File: src/rtl/alu_pkg.sv
// Shared opcodes, datapath widths and sequencer state encoding for the ALU
// command sequencer and its FIFO.
package alu_pkg;

    localparam int ALU_DW = 8;
    localparam int ALU_RW = 16;

    localparam logic [3:0] OP_ADD  = 4'b0000;
    localparam logic [3:0] OP_SUB  = 4'b0001;
    localparam logic [3:0] OP_MUL  = 4'b0010;
    localparam logic [3:0] OP_DIV  = 4'b0011;
    localparam logic [3:0] OP_SHL  = 4'b0100;
    localparam logic [3:0] OP_SHR  = 4'b0101;
    localparam logic [3:0] OP_ROL  = 4'b0110;
    localparam logic [3:0] OP_ROR  = 4'b0111;
    localparam logic [3:0] OP_AND  = 4'b1000;
    localparam logic [3:0] OP_OR   = 4'b1001;
    localparam logic [3:0] OP_XOR  = 4'b1010;
    localparam logic [3:0] OP_NOR  = 4'b1011;
    localparam logic [3:0] OP_NAND = 4'b1100;
    localparam logic [3:0] OP_XNOR = 4'b1101;
    localparam logic [3:0] OP_GT   = 4'b1110;
    localparam logic [3:0] OP_EQ   = 4'b1111;

    typedef enum logic [1:0] {
        ST_IDLE  = 2'd0,
        ST_DRIVE = 2'd1,
        ST_RESP  = 2'd2
    } seq_state_e;

    // The only opcode the sequencer interprets: a divide with a zero divisor.
    function automatic logic is_divz(input logic [3:0] sel, input logic [ALU_DW-1:0] b);
        return (sel == OP_DIV) && (b == '0);
    endfunction

endpackage

File: src/rtl/alu_cmd_fifo.sv
// Synchronous FIFO for queued ALU commands; pointers carry one extra wrap bit
// so full and empty are distinguished without a separate counter.
module alu_cmd_fifo #(
    parameter int DEPTH = 4,
    parameter int W     = 24
) (
    input  logic         clk,
    input  logic         rst,
    input  logic         push_i,
    input  logic [W-1:0] wdata_i,
    input  logic         pop_i,
    output logic [W-1:0] rdata_o,
    output logic         full_o,
    output logic         empty_o
);

    localparam int AW = $clog2(DEPTH);
    localparam logic [AW:0] PTR_ONE = {{AW{1'b0}}, 1'b1};

    logic [AW:0]  wptr_q, wptr_d;
    logic [AW:0]  rptr_q, rptr_d;
    logic [W-1:0] mem_q [DEPTH];

    always_comb begin
        wptr_d = wptr_q;
        rptr_d = rptr_q;
        if (push_i) wptr_d = wptr_q + PTR_ONE;
        if (pop_i)  rptr_d = rptr_q + PTR_ONE;
    end

    always_ff @(posedge clk) begin
        if (rst) begin
            wptr_q <= '0;
            rptr_q <= '0;
        end else begin
            wptr_q <= wptr_d;
            rptr_q <= rptr_d;
        end
    end

    // Storage needs no reset: an entry is only read after it has been written.
    always_ff @(posedge clk) begin
        if (push_i) mem_q[wptr_q[AW-1:0]] <= wdata_i;
    end

    assign rdata_o = mem_q[rptr_q[AW-1:0]];
    assign full_o  = (wptr_q[AW] != rptr_q[AW]) && (wptr_q[AW-1:0] == rptr_q[AW-1:0]);
    assign empty_o = (wptr_q == rptr_q);

endmodule

File: src/rtl/alu_cmd_sequencer.sv
// Queues tagged ALU commands, drives them one at a time onto an external
// combinational ALU, and returns captured results in command order.
module alu_cmd_sequencer
    import alu_pkg::*;
#(
    parameter int                DEPTH      = 4,
    parameter int                TAG_W      = 4,
    parameter logic [ALU_RW-1:0] DIVZ_VALUE = 16'hFFFF
) (
    input  logic              clk,
    input  logic              rst,
    input  logic              cmd_valid,
    output logic              cmd_ready,
    input  logic [ALU_DW-1:0] cmd_a,
    input  logic [ALU_DW-1:0] cmd_b,
    input  logic [3:0]        cmd_sel,
    input  logic [TAG_W-1:0]  cmd_tag,
    output logic [ALU_DW-1:0] alu_a,
    output logic [ALU_DW-1:0] alu_b,
    output logic [3:0]        alu_sel,
    input  logic [ALU_RW-1:0] alu_out,
    input  logic              alu_carry,
    output logic              rsp_valid,
    input  logic              rsp_ready,
    output logic [ALU_RW-1:0] rsp_data,
    output logic              rsp_carry,
    output logic              rsp_divz,
    output logic [TAG_W-1:0]  rsp_tag,
    output logic              busy
);

    // Handshakes: a transfer happens on a rising edge where valid && ready;
    // valid-side signals hold stable until then, ready never depends on valid.

    localparam int EW = 2 * ALU_DW + 4 + TAG_W;

    seq_state_e        state_q, state_d;
    logic [ALU_DW-1:0] alu_a_q, alu_a_d;
    logic [ALU_DW-1:0] alu_b_q, alu_b_d;
    logic [3:0]        alu_sel_q, alu_sel_d;
    logic [TAG_W-1:0]  tag_q, tag_d;
    logic              rsp_valid_q, rsp_valid_d;
    logic [ALU_RW-1:0] rsp_data_q, rsp_data_d;
    logic              rsp_carry_q, rsp_carry_d;
    logic              rsp_divz_q, rsp_divz_d;
    logic [TAG_W-1:0]  rsp_tag_q, rsp_tag_d;

    logic              fifo_push, fifo_pop, fifo_full, fifo_empty;
    logic [EW-1:0]     fifo_wdata, fifo_rdata;
    logic [ALU_DW-1:0] head_a, head_b;
    logic [3:0]        head_sel;
    logic [TAG_W-1:0]  head_tag;

    // cmd_ready comes from registered pointers only, so rsp_ready cannot reach it.
    assign cmd_ready  = !fifo_full;
    assign fifo_push  = cmd_valid && cmd_ready;
    assign fifo_wdata = {cmd_a, cmd_b, cmd_sel, cmd_tag};
    assign {head_a, head_b, head_sel, head_tag} = fifo_rdata;

    alu_cmd_fifo #(
        .DEPTH (DEPTH),
        .W     (EW)
    ) u_fifo (
        .clk     (clk),
        .rst     (rst),
        .push_i  (fifo_push),
        .wdata_i (fifo_wdata),
        .pop_i   (fifo_pop),
        .rdata_o (fifo_rdata),
        .full_o  (fifo_full),
        .empty_o (fifo_empty)
    );

    always_comb begin
        state_d     = state_q;
        fifo_pop    = 1'b0;
        alu_a_d     = alu_a_q;
        alu_b_d     = alu_b_q;
        alu_sel_d   = alu_sel_q;
        tag_d       = tag_q;
        rsp_valid_d = rsp_valid_q;
        rsp_data_d  = rsp_data_q;
        rsp_carry_d = rsp_carry_q;
        rsp_divz_d  = rsp_divz_q;
        rsp_tag_d   = rsp_tag_q;

        case (state_q)
            ST_IDLE: begin
                if (!fifo_empty) begin
                    fifo_pop = 1'b1;
                    state_d  = ST_DRIVE;
                end
            end
            ST_DRIVE: begin
                rsp_valid_d = 1'b1;
                rsp_tag_d   = tag_q;
                if (is_divz(alu_sel_q, alu_b_q)) begin
                    rsp_data_d  = DIVZ_VALUE;
                    rsp_carry_d = 1'b0;
                    rsp_divz_d  = 1'b1;
                end else begin
                    rsp_data_d  = alu_out;
                    rsp_carry_d = alu_carry;
                    rsp_divz_d  = 1'b0;
                end
                state_d = ST_RESP;
            end
            ST_RESP: begin
                if (rsp_ready) begin
                    rsp_valid_d = 1'b0;
                    if (!fifo_empty) begin
                        fifo_pop = 1'b1;
                        state_d  = ST_DRIVE;
                    end else begin
                        state_d = ST_IDLE;
                    end
                end
            end
            default: state_d = ST_IDLE;
        endcase

        // Operands only move on a pop, so they hold through IDLE and RESP.
        if (fifo_pop) begin
            alu_a_d   = head_a;
            alu_b_d   = head_b;
            alu_sel_d = head_sel;
            tag_d     = head_tag;
        end
    end

    always_ff @(posedge clk) begin
        if (rst) begin
            state_q     <= ST_IDLE;
            alu_a_q     <= '0;
            alu_b_q     <= '0;
            alu_sel_q   <= '0;
            tag_q       <= '0;
            rsp_valid_q <= 1'b0;
            rsp_data_q  <= '0;
            rsp_carry_q <= 1'b0;
            rsp_divz_q  <= 1'b0;
            rsp_tag_q   <= '0;
        end else begin
            state_q     <= state_d;
            alu_a_q     <= alu_a_d;
            alu_b_q     <= alu_b_d;
            alu_sel_q   <= alu_sel_d;
            tag_q       <= tag_d;
            rsp_valid_q <= rsp_valid_d;
            rsp_data_q  <= rsp_data_d;
            rsp_carry_q <= rsp_carry_d;
            rsp_divz_q  <= rsp_divz_d;
            rsp_tag_q   <= rsp_tag_d;
        end
    end

    assign alu_a     = alu_a_q;
    assign alu_b     = alu_b_q;
    assign alu_sel   = alu_sel_q;
    assign rsp_valid = rsp_valid_q;
    assign rsp_data  = rsp_data_q;
    assign rsp_carry = rsp_carry_q;
    assign rsp_divz  = rsp_divz_q;
    assign rsp_tag   = rsp_tag_q;
    assign busy      = (state_q != ST_IDLE) || !fifo_empty;

endmodule

File: config.mk
export PLATFORM = sky130hd
export DESIGN_NAME = alu_cmd_sequencer
export DESIGN_NICKNAME = d
export VERILOG_FILES = /design/src/rtl/alu_pkg.sv /design/src/rtl/alu_cmd_fifo.sv /design/src/rtl/alu_cmd_sequencer.sv
export SDC_FILE = /design/constraint.sdc
export NUM_CORES = 1
export LEC_CHECK = 0
export BUFFER_PORTS_ARGS = -buffer_cell sky130_fd_sc_hd__buf_2
export CAP_MARGIN = 20
export CORE_UTILIZATION = 40
export CTS_BUF_LIST = sky130_fd_sc_hd__clkbuf_8
export CTS_CLUSTER_DIAMETER = 150
export DETAILED_ROUTE_END_ITERATION = 8
export SETUP_SLACK_MARGIN = 0.02
export SYNTH_ARGS = -nofsm -noshare
export SYNTH_HDL_FRONTEND = slang
export SYNTH_HIERARCHICAL = 1
export SYNTH_SLANG_ARGS = --single-unit
File: constraint.sdc
create_clock -name clk -period 6.43 [get_ports clk]
set_clock_uncertainty 0.05 [all_clocks]
set_input_delay 1.286 -clock clk [delete_from_list [all_inputs] [get_ports clk]]
set_output_delay 1.286 -clock clk [all_outputs]
set_load 0.01 [all_outputs]
# Word level (Yosys, flattened, before mapping)
# Memories as Yosys holds them, arrays and structs flattened. A register that Yosys moved wholly into a read port is not among the register bits.
# Cells that the tools add are included.
# W data, S select, Z words.
[word_totals] inputBits=45 ramBits=96 n_memories=1 elab_cells=45 out_inout_bits=45 register_bits=31
[mem_list] memory="u_fifo.mem_q" words=4 word_bits=24 rd=1 rd_clocked_by_memory_dff=1 wr=1 line="alu_cmd_fifo.sv:22" rtl="logic [W-1:0] mem_q [DEPTH];"
[op_classes] n_eq_ne=8 add_sub_neg=2 reduce_logical=12 n_mux=14
[op_table] op="$mux W16" count=1
[op_table] op="$logic_not A8 Y1" count=1
[op_table] op="$mux W1" count=8
[op_table] op="$add A3 B1 Y3 const B" count=2
[op_table] op="$pmux W2 S3" count=1
[op_table] op="$eq A4 B2 Y1 const B" count=1
[op_table] op="$mux W2" count=2
[op_table] op="$ne A2 B2 Y1 const B" count=2
[op_table] op="$pmux W1 S2" count=2
[op_table] op="$reduce_and A2 Y1" count=2
[op_table] op="$reduce_bool A2 Y1" count=2
[op_table] op="$eq A3 B3 Y1" count=1
[op_table] op="$logic_and A1 B1 Y1" count=3
[op_table] op="$eq A2 B1 Y1 const B" count=1
[op_table] op="$eq A2 B2 Y1" count=1
[op_table] op="$eq A2 B2 Y1 const B" count=1
[op_table] op="$logic_not A1 Y1" count=2
[op_table] op="$logic_not A2 Y1" count=1
[op_table] op="$logic_or A1 B1 Y1" count=1
[op_table] op="$ne A1 B1 Y1" count=1

# Longest topological paths before layout
# Gate-level depths: netlist of the first run.
[depth] ltp_word=6 mapped_depth=7

# Hierarchy
# Netlist of the first run, hierarchy kept.
[by_module_without_submodules] mod="alu_cmd_fifo" cells_per_inst=166 seq_area_each_um2=3042.9 area_each_um2=3902.5 instances=1
[by_module_without_submodules] mod="alu_cmd_sequencer" cells_per_inst=225 seq_area_each_um2=980.9 area_each_um2=1979.4 instances=1

# Worst setup path before layout of the first run
# Ideal clock, no wire load.
[synth_timing] path_kind="input-to-reg" start="input cmd_valid" end="memory u_fifo.mem_q[0][0], enable pin" n_path_buf=1 arrival_ps=2296 setup_slack_ps=3701 path_stages=3 required_ps=5997 cell_sequence="nor2b_1 -> clkbuf_1 -> and2_1"
[synth_via] elab_chain_cells=3
[synth_rtl] element="start: declaration" line="alu_cmd_sequencer.sv:12" rtl="input logic cmd_valid,"
[synth_rtl] element="$logic_and A1 B1 Y1" line="alu_cmd_sequencer.sv:56" rtl="assign fifo_push = cmd_valid && cmd_ready;"
[synth_rtl] element="$mux W1" line="alu_cmd_fifo.sv:43" rtl="if (push_i) mem_q[wptr_q[AW-1:0]] <= wdata_i;"
[synth_rtl] element="$mux W1 (implied by the code)" line="alu_cmd_fifo.sv:43"
[synth_rtl] element="end: declaration" line="alu_cmd_fifo.sv:22"
# No other way between the ends.

# Final worst setup path of the first run
[layout_timing] start="register u_fifo.wptr_q[0]" end="output busy"
[layout_via] elab_chain_cells=3
[layout_rtl] element="start: declaration" line="alu_cmd_fifo.sv:20" rtl="logic [AW:0] wptr_q, wptr_d;"
[layout_rtl] element="start signal: assignment" line="alu_cmd_fifo.sv:36" rtl="wptr_q <= wptr_d;"
[layout_rtl] element="$eq A3 B3 Y1" line="alu_cmd_fifo.sv:48" rtl="assign empty_o = (wptr_q == rptr_q);"
[layout_rtl] element="via fifo_empty" line="alu_cmd_sequencer.sv:48" rtl="logic fifo_push, fifo_pop, fifo_full, fifo_empty;"
[layout_rtl] element="$logic_not A1 Y1" line="alu_cmd_sequencer.sv:165" rtl="assign busy = (state_q != ST_IDLE) || !fifo_empty;"
[layout_rtl] element="$logic_or A1 B1 Y1" line="alu_cmd_sequencer.sv:165"
[layout_rtl] element="end: declaration" line="alu_cmd_sequencer.sv:29" rtl="output logic busy"
# The timed path passes the listed nets, and every way through them passes these cells.

==> results of run 1 <==
==> critical path, cell delays in order (launching register included) <==
cell     delay (ns)
dfxtp_1        0.44
xor2_1         0.12
nor3b_1        0.31
nand2_1        0.08
buf_2          0.15
==> area by class of cell <==
class,count,area (um^2)
fillers,1264,7210
flip-flops and latches,153,4030
multi-input cells,207,1670
repair buffers,96,498
clock buffers,18,248
well taps,180,225
clock inverters,14,208
inverters,3,11.3
==> metal layers <==
metal	global-route usage, %	share of wire (%)
met1	20.4	46
met2	26.0	47
met3	4.84	5.5
met4	7.00	1.2
met5	0	0
==> sequential cells by signal, summed over array words and instances (netlist names), named ones only <==
register	count
u_fifo/wptr_q	3
alu_sel	4
state_q	2
u_fifo/mem_q	96
alu_a	8
rsp_divz	1
rsp_tag	4
rsp_data	16
alu_b	8
rsp_carry	1
tag_q	4
u_fifo/rptr_q	3
rsp_valid	1
==> path summary, 6_finish.rpt <==
check,startpoint,end,slack (ns),cells past startpoint
setup reg to reg,u_fifo/wptr_q[0]$_SDFFE_PP0P_,u_fifo/mem_q[2][16]$_DFFE_PP_,4.26,5
hold / removal,tag_q[2]$_SDFFE_PP0P_,rsp_tag[2]$_SDFFE_PP0P_,0.40,2
setup / recovery,u_fifo/wptr_q[0]$_SDFFE_PP0P_,busy,3.54,4
hold reg to reg,tag_q[2]$_SDFFE_PP0P_,rsp_tag[2]$_SDFFE_PP0P_,0.40,2
==> cells by family after synthesis <==
logic type               Yosys count  share of synthesized area (%)
buffers and inverters             31                           3.19
XOR/XNOR                           5                          0.745
AND/OR/NAND/NOR                   95                           9.72
adder cells (fa/ha/maj)            5                           1.06
flip-flops                       153                           68.4
multiplexers                      27                           9.98
AO/OA/AOI/OAI                     75                           6.89
==> synth_stat cells, drive strengths merged <==
cell type,instances
dfxtp,57
o21ai,25
nand3b,3
nor4,1
mux2,1
buf,13
a21bo,2
mux4,24
edfxtp,96
clkbuf,15
nor4b,2
mux2i,2
nor3,2
a31oi,16
or3b,25
nand2,42
xor2,2
and2b,1
nor3b,1
and2,4
ha,5
or2b,1
and3b,1
a21oi,32
inv,3
nor2b,2
nand4,1
nor2,8
or2,1
xnor2,3
==> stage by stage <==
stage | area (um^2) | hold WS (ns) | utilization (%) | setup WS, ns
3_5_place_dp | 6430 | 0.391 | 45.6 | 3.62
5_1_grt | 6890 | 0.424 | 48.8 | 3.33
3_3_place_gp | 6430 | 0.385 | 45.6 | 3.68
4_1_cts | 6890 | 0.404 | 48.8 | 3.48
6_report | 6890 | 0.398 | 48.8 | 3.54
2_1_floorplan | 5880 | 0.378 | - | 3.70
==> placed cells by master (no fill, tap or decap), types with 3 or more instances in the layout <==
| cell | n |
|---|---|
| nor2_1 | 8 |
| edfxtp_1 | 96 |
| xnor2_1 | 3 |
| or3b_1 | 24 |
| and2_1 | 4 |
| ha_1 | 5 |
| buf_4 | 7 |
| a21oi_1 | 32 |
| clkbuf_8 | 18 |
| buf_2 | 89 |
| a31oi_1 | 16 |
| mux4_1 | 4 |
| bufinv_16 | 5 |
| mux4_2 | 20 |
| nand2_1 | 42 |
| inv_1 | 6 |
| dfxtp_1 | 56 |
| nand3b_1 | 3 |
| o21ai_0 | 25 |
==> power groups by stage <==
stage                     combinational [uW]  clock (uW)  sequential (uW)
final                                    663         820             1290
after CTS                                675         841             1300
after global placement                   657           0             1310
after detailed placement                 674           0             1320
after global routing                     744         884             1310
after floorplan                          506           0             1300
==> flow_summary.toml, run 1 <==
[placed_design]
portBuffers = 89
gp_congestion = 0.711
dp.cells = 639
dp_hpwl_um = 6680

[sta]
finalCritPeriodShare_pct = 45.0
period_minus_slack_ns = 2.89
worstMarginPinSlew_ns = 1.10
finalSetupViolations = 0
fmax_ghz = 0.346
drv_slew = 0
fin_tns_setup_ns = 0
rsz0062_at_grt = "no"
hold_viol = 0
slew_headroom_pct = 26.5

[routing]
wire_per_inst_um = 16.8
antenna_left = 0
vias_per_cell = 5.15
wirelength_um = 11300
drc = 0
vias = 3453
first_iter_violations = 215
drt_pass1_iterations = 4

[cells_and_area]
area_growth_pct = 17.1
nets = 528
final_cells = 671
n_antenna_cell = 0
drive_above_1_share_pct = 31.6

[critical_path]
startpoint_type = "flop"
worstSetupPathType = "reg -> out"
end_kind = "primary output"
cp_data_arrival_time_ns = 1.55
cp_max_fo = 5
required_ns = 5.09

[power]
internal_power_uw = 1960
leakagePower_uw = 0.00252
p_sw_share_pct = 29.2
power_uw = 2770
clkPwrFrac_pct = 29.6
cellPowerDensity_mw_per_mm2 = 403
seq_power_share_pct = 46.5
combPwrFrac_pct = 23.9
vdd_drop_max_uv = 263
p_sw_uw = 810

[logic_synthesis]
syn_nets = 441
synth_cell_type_count = 34
yosys_warnings = 6
syn_avg_cell_area_um2 = 15.0
synth_area_mm2 = 0.00588
synth.largest_area_cell = "edfxtp_1"
ys_ff_latch = 153
synth-seq-area-share_pct = 68.4
synth_cells = 391
ys_top_cells_by_area = "edfxtp_1 (49%), dfxtp_1 (19%), mux4_2 (7.7%)"
netlist.area_leader.share_pct = 49.0

[global_routing]
grt_pass1_vias = 3341
grt_pass1_wl_um = 17600
grt_max_degree = 57
gr-total-overflow = 0
grt.total_usage_pct = 16.2
grt_antenna_before_repair = 0

[die]
core-area_mm2 = 0.0141
dieWidth_um = 123
num_io_pins = 90
die_h_um = 123
rows = 43
start_util_pct = 41.7
dieArea_mm2 = 0.0152

[worst_hold_path]
hp-class = "reg -> reg"

[clock_network]
ctsHoldBuffers = 0
cts.sinks = 153
clock_latency_ns = 0.45
cts_buffer_depth = 2
cts_resized = 0
cts-buffers-inserted = 17
root_buffer = "clkbuf_8"
h-tree-depth = 4
postCtsSetupBuffers = 0
clk_pin_slew_ns = 0.08
cts_tree = "built"

[run_status]
status = "finished clean"

[job]
max_cap_viol_count = 0
Note: power is estimated with default switching activity, not from simulation.
==> inputs of run 2 (changes only) <==
clock period = 2.9 ns   (was 6.43 ns; I/O delays follow)
==> run 2 against run 1 <==
Worst setup slack lost 2.8 ns. Cell count grew 0.75%. Sequential power grew 120%. Via count grew 0.20%. Sequential cell count is the same. Hold slack lost 0.10 ns. Critical path depth grew 1. Die area is the same. Total power grew 120%. Clock power grew 120%. Sequential share of layout area shrank 0.27 points. Largest power group unchanged.
==> flow_summary.toml, run 2 (synthesis gave the netlist of run 1 again) <==
[sta]
finalSetupViolations = 0
finalCritPeriodShare_pct = 74.4
worstMarginPinSlew_ns = 0.694
drv_slew = 0
slew_headroom_pct = 53.7
period_minus_slack_ns = 2.16
hold_viol = 0
fmax_ghz = 0.463
fin_tns_setup_ns = 0
rsz0062_at_grt = "no"

[die]
rows = 43
dieWidth_um = 123
core-area_mm2 = 0.0141
start_util_pct = 41.7
die_h_um = 123
dieArea_mm2 = 0.0152
num_io_pins = 90

[cells_and_area]
nets = 533
largest_reg_flops = 96
drive_above_1_share_pct = 32.9
final_common_cell = "edfxtp_1"
mostFrequentLayoutCells = "edfxtp_1 (96), buf_2 (89), dfxtp_1 (56)"
n_antenna_cell = 0
final_cells = 676
area_growth_pct = 17.6

[global_routing]
gr-total-overflow = 0
grt_pass1_wl_um = 17600
grt_antenna_before_repair = 0
grt.total_usage_pct = 16.0
grt_max_degree = 51
grt_pass1_vias = 3401

[routing]
first_iter_violations = 213
antenna_left = 0
vias = 3460
wirelength_um = 11200
drc = 0
drt_pass1_iterations = 4
vias_per_cell = 5.12
wire_per_inst_um = 16.6

[clock_network]
clock_latency_ns = 0.44
clk_pin_slew_ns = 0.09
ctsHoldBuffers = 0
cts_buffer_depth = 2
cts_tree = "built"
h-tree-depth = 4
cts-buffers-inserted = 17
postCtsSetupBuffers = 0
cts_resized = 0
cts.sinks = 153
root_buffer = "clkbuf_8"

[worst_hold_path]
hp-class = "in -> reg"

[placed_design]
portBuffers = 89
dp_hpwl_um = 7120
dp.cells = 644
gp_congestion = 0.692

[critical_path]
worstSetupPathType = "reg -> reg"
end_kind = "flop"
required_ns = 2.95
cp_max_fo = 24
cp_data_arrival_time_ns = 2.21
startpoint_type = "flop"

[power]
leakagePower_uw = 0.00252
cellPowerDensity_mw_per_mm2 = 889
vdd_drop_max_uv = 527

[job]
max_cap_viol_count = 0

[run_status]
status = "finished clean"
[run 2: cell count changes in the layout (fill, tap and decap cells not counted), moves of 2 or more]
cell        previous run  this run
buf_4                  7        12
inv_6                  1         3
clkinvlp_4             2         4
inv_1                  6         3
inv_8                  0         2
[run 2: worst max-delay path, stage by stage, from the launching register on]
cell     delay [ns]
dfxtp_1        0.44
xor2_1         0.22
nor3_1         0.09
nor2b_1        0.44
and2_1         0.21
buf_4          0.35
[run 2: worst paths after layout]
kind	depth (start not counted)	slack, ns	from	to
worst max-delay path	5	0.74	u_fifo/wptr_q[0]$_SDFFE_PP0P_	u_fifo/mem_q[3][5]$_DFFE_PP_
worst min-delay path	1	0.30	cmd_a[1]	u_fifo/mem_q[2][17]$_DFFE_PP_
worst max register to register	5	0.74	u_fifo/wptr_q[0]$_SDFFE_PP0P_	u_fifo/mem_q[3][5]$_DFFE_PP_
worst min register to register	2	0.41	tag_q[1]$_SDFFE_PP0P_	rsp_tag[1]$_SDFFE_PP0P_
[run 2: report_power, final]
group	internal [uW]	switching (uW)
Clock	959	832
Sequential	2630	203
Combinational	703	827
[run 2: area by class of cell]
| cell class | count | area (um^2) |
|---|---|---|
| Fill cell | 1243 | 7180 |
| Sequential cell | 153 | 4030 |
| Multi-Input combinational cell | 207 | 1670 |
| Timing Repair Buffer | 101 | 536 |
| Clock buffer | 17 | 234 |
| Tap cell | 180 | 225 |
| Clock inverter | 15 | 216 |
| Inverter | 3 | 11.3 |
[run 2: metal layers]
| layer | global-route usage (%) | part of all wire (%) |
|---|---|---|
| met4 | 5.65 | 1.3 |
| met3 | 4.80 | 6.2 |
| met2 | 26.0 | 46 |
| met1 | 20.2 | 46 |
| met5 | 0 | 0 |
[run 2: per-stage QoR]
stage               area [um^2]  total power, uW  utilization, %  setup slack [ns]  hold WS (ns)
floorplan                  5880             4010               -             0.802         0.378
global placement           6470             4400            45.9             0.828         0.386
detailed placement         6470             4440            45.9             0.691         0.393
CTS                        6920             6230            49.1             0.691         0.268
global route               6920             6510            49.1             0.558         0.270
finish                     6920             6150            49.1             0.741         0.298
==> inputs of run 3 (changes only) <==
ABC_AREA = 1   (was unset)
clock period = 2.1 ns   (was 2.9 ns; I/O delays follow)
==> run 3 against run 2 <==
Via count up 19%. Highest routed layer unchanged. Worst setup slack worse by 0.53 ns. Critical path type is now reg -> out. Sequential cell count unchanged. Critical endpoint is now busy. Die area up 6.8%. Register-to-register slack worse by 0.40 ns. Cell count up 32%. Largest cell class unchanged. Critical path depth up 2.
==> flow_summary.toml, run 3 <==
[run_status]
status = "finished clean"

[routing]
dr_wl_met2_um = 5540
drc = 0
wl_met3_um = 718
vias_per_cell = 4.60
m1WireLength_um = 5680
wirelength_um = 12000
antenna_left = 0
vias = 4104
topRoutingLayerUsed = "met4"
first_iter_violations = 222
wire_per_inst_um = 13.5
drt_pass1_iterations = 5

[cells_and_area]
fill_cells = 1405
largest_reg_flops = 96
nets = 718
drive_above_1_share_pct = 27.9
area_growth_pct = 16.7
mostFrequentLayoutCells = "edfxtp_1 (96), buf_2 (89), nand2_1 (83)"
fin_util_pct = 48.1
n_antenna_cell = 0
final_common_cell = "edfxtp_1"

[clock_network]
clock_latency_ns = 0.43
h-tree-depth = 4
cts-buffers-inserted = 17
clk_pin_slew_ns = 0.08
cts.sinks = 153
postCtsSetupBuffers = 0
ctsHoldBuffers = 0
cts_tree = "built"
cts_buffer_depth = 2
root_buffer = "clkbuf_8"

[logic_synthesis]
ys.flop_type = "edfxtp_1"
syn_avg_cell_area_um2 = 10.9
synth-compound-area-share_pct = 13.4
async_reset_ff_share_pct = 0
syn_nets = 627
synth_cells = 577
synth_edf_count = 96
synth_xor_area_share_pct = 0.418
synth_most_common_cell = "edfxtp_1"
synth-adder-area-share_pct = 0.995
synth-simple-area-share_pct = 13.4
synthTopCellsByCount = "edfxtp_1 (96), nand2_1 (83), nor2_1 (75), inv_1 (68), dfxtp_1 (57)"
muxShareOfSynthArea_pct = 0
synth_area_mm2 = 0.00629
ys_top_cells_by_area = "edfxtp_1 (46%), dfxtp_1 (18%), nand2_1 (5.0%)"
synth_top_family_by_area = "compound AO/OA/AOI/OAI gates"
ys_ff_latch = 153
netlist.area_leader.share_pct = 45.8
synth-seq-area-share_pct = 64.0
synth_cell_type_count = 28
synth.largest_area_cell = "edfxtp_1"
yosys_warnings = 6

[power]
cellPowerDensity_mw_per_mm2 = 1230
vdd_drop_max_uv = 608
leakagePower_uw = 0.00311

[critical_path]
path_common_cell = "nand2_1"
critPathSlowestCell = "dfxtp_1"
cp_data_arrival_time_ns = 1.42
worstSetupPathType = "reg -> out"
max_stage_delay_ns = 0.35
cp_max_fo = 5
startpoint_type = "flop"
path_cells = "inv_2 -> nand2_1 -> nand2_1 -> nand2_1 -> nor2_2 -> nand3_1 -> buf_2"
end_kind = "primary output"
required_ns = 1.63

[global_routing]
grt_pass1_wl_um = 19500
grt_max_degree = 38
grt_antenna_before_repair = 0
grt.total_usage_pct = 15.9
gr-total-overflow = 0
grt_pass1_vias = 3951

[sta]
worst_slack_ns = 0.212
finalSetupViolations = 0
fin_tns_setup_ns = 0
fmax_ghz = 0.530
worstMarginPinSlew_ns = 0.595
drv_slew = 0
hold-worst-slack_ns = 0.155
slew_headroom_pct = 60.3
rsz0062_at_grt = "no"
period_minus_slack_ns = 1.89
finalCritPeriodShare_pct = 89.9
hold_viol = 0

[die]
dieWidth_um = 127
start_util_pct = 41.2
core-area_mm2 = 0.0153
dieArea_mm2 = 0.0162
rows = 45
die_h_um = 127
num_io_pins = 90

[placed_design]
dp_hpwl_um = 7940
portBuffers = 89
gp_congestion = 0.772
place_ws_ns = 0.340

[job]
max_cap_viol_count = 0

[worst_hold_path]
hp-class = "in -> reg"
==> run 3: final timing paths <==
check,from,endpoint,slack (ns),cells past startpoint
setup / recovery,u_fifo/wptr_q[0]$_SDFFE_PP0P_,busy,0.21,7
hold reg to reg,rsp_valid$_SDFFE_PP0P_,rsp_valid$_SDFFE_PP0P_,0.42,2
hold / removal,cmd_a[4],u_fifo/mem_q[1][20]$_DFFE_PP_,0.15,1
setup reg to reg,u_fifo/wptr_q[0]$_SDFFE_PP0P_,u_fifo/mem_q[1][14]$_DFFE_PP_,0.34,9
==> run 3: logic make-up (layout without fill, tap and decap cells) <==
family          after synthesis  after routing
flops                       153            153
xor+xnor                      3              3
simple gates                197            197
fa+ha+maj                     5              5
buf+inv                     101            205
compound gates              118            118
==> run 3: critical path: cells and delay by family (launching register included) <==
kind / cells / cell delay [ns]
buf+inv: 2 / 0.24
flops: 1 / 0.35
simple gates: 5 / 0.39
==> run 3: layout make-up <==
| class | count | area, um^2 | share of cell area (%) |
|---|---|---|---|
| Multi-Input combinational cell | 323 | 1770 | 24.2 |
| Inverter | 72 | 274 | 3.73 |
| Timing Repair Buffer | 101 | 611 | 8.32 |
| Clock inverter | 14 | 144 | 1.96 |
| Sequential cell | 153 | 4030 | 54.9 |
| Clock buffer | 18 | 248 | 3.37 |
| Tap cell | 211 | 264 | 3.60 |
==> run 3: repair_timing <==
action	in CTS	in global routing
endpoints found under the setup margin	0	1
endpoints found under the hold margin	0	0
gates resized for setup	0	2
==> run 3: power by group <==
group | internal (uW) | leakage [uW] | switching [uW]
registers | 3680 | 0.00135 | 374
logic | 1080 | 0.00154 | 1700
clock network | 1180 | 0.000216 | 1020
==> run 3: per-stage QoR <==
stage | cell area, um^2 | instances | power (uW)
3_5_place_dp | 6950 | 860 | 6940
3_3_place_gp | 6950 | 860 | 6880
2_1_floorplan | 6290 | 577 | 6190
6_report | 7340 | 892 | 9030
4_1_cts | 7340 | 892 | 9140
5_1_grt | 7340 | 892 | 9660
==> run 3: layer usage <==
metal / GRT usage (%) / up-vias
met4: 4.76 / 0
met2: 25.2 / 110
met5: 0 / -
met1: 20.5 / 1884
li1: - / 2106
met3: 5.57 / 4
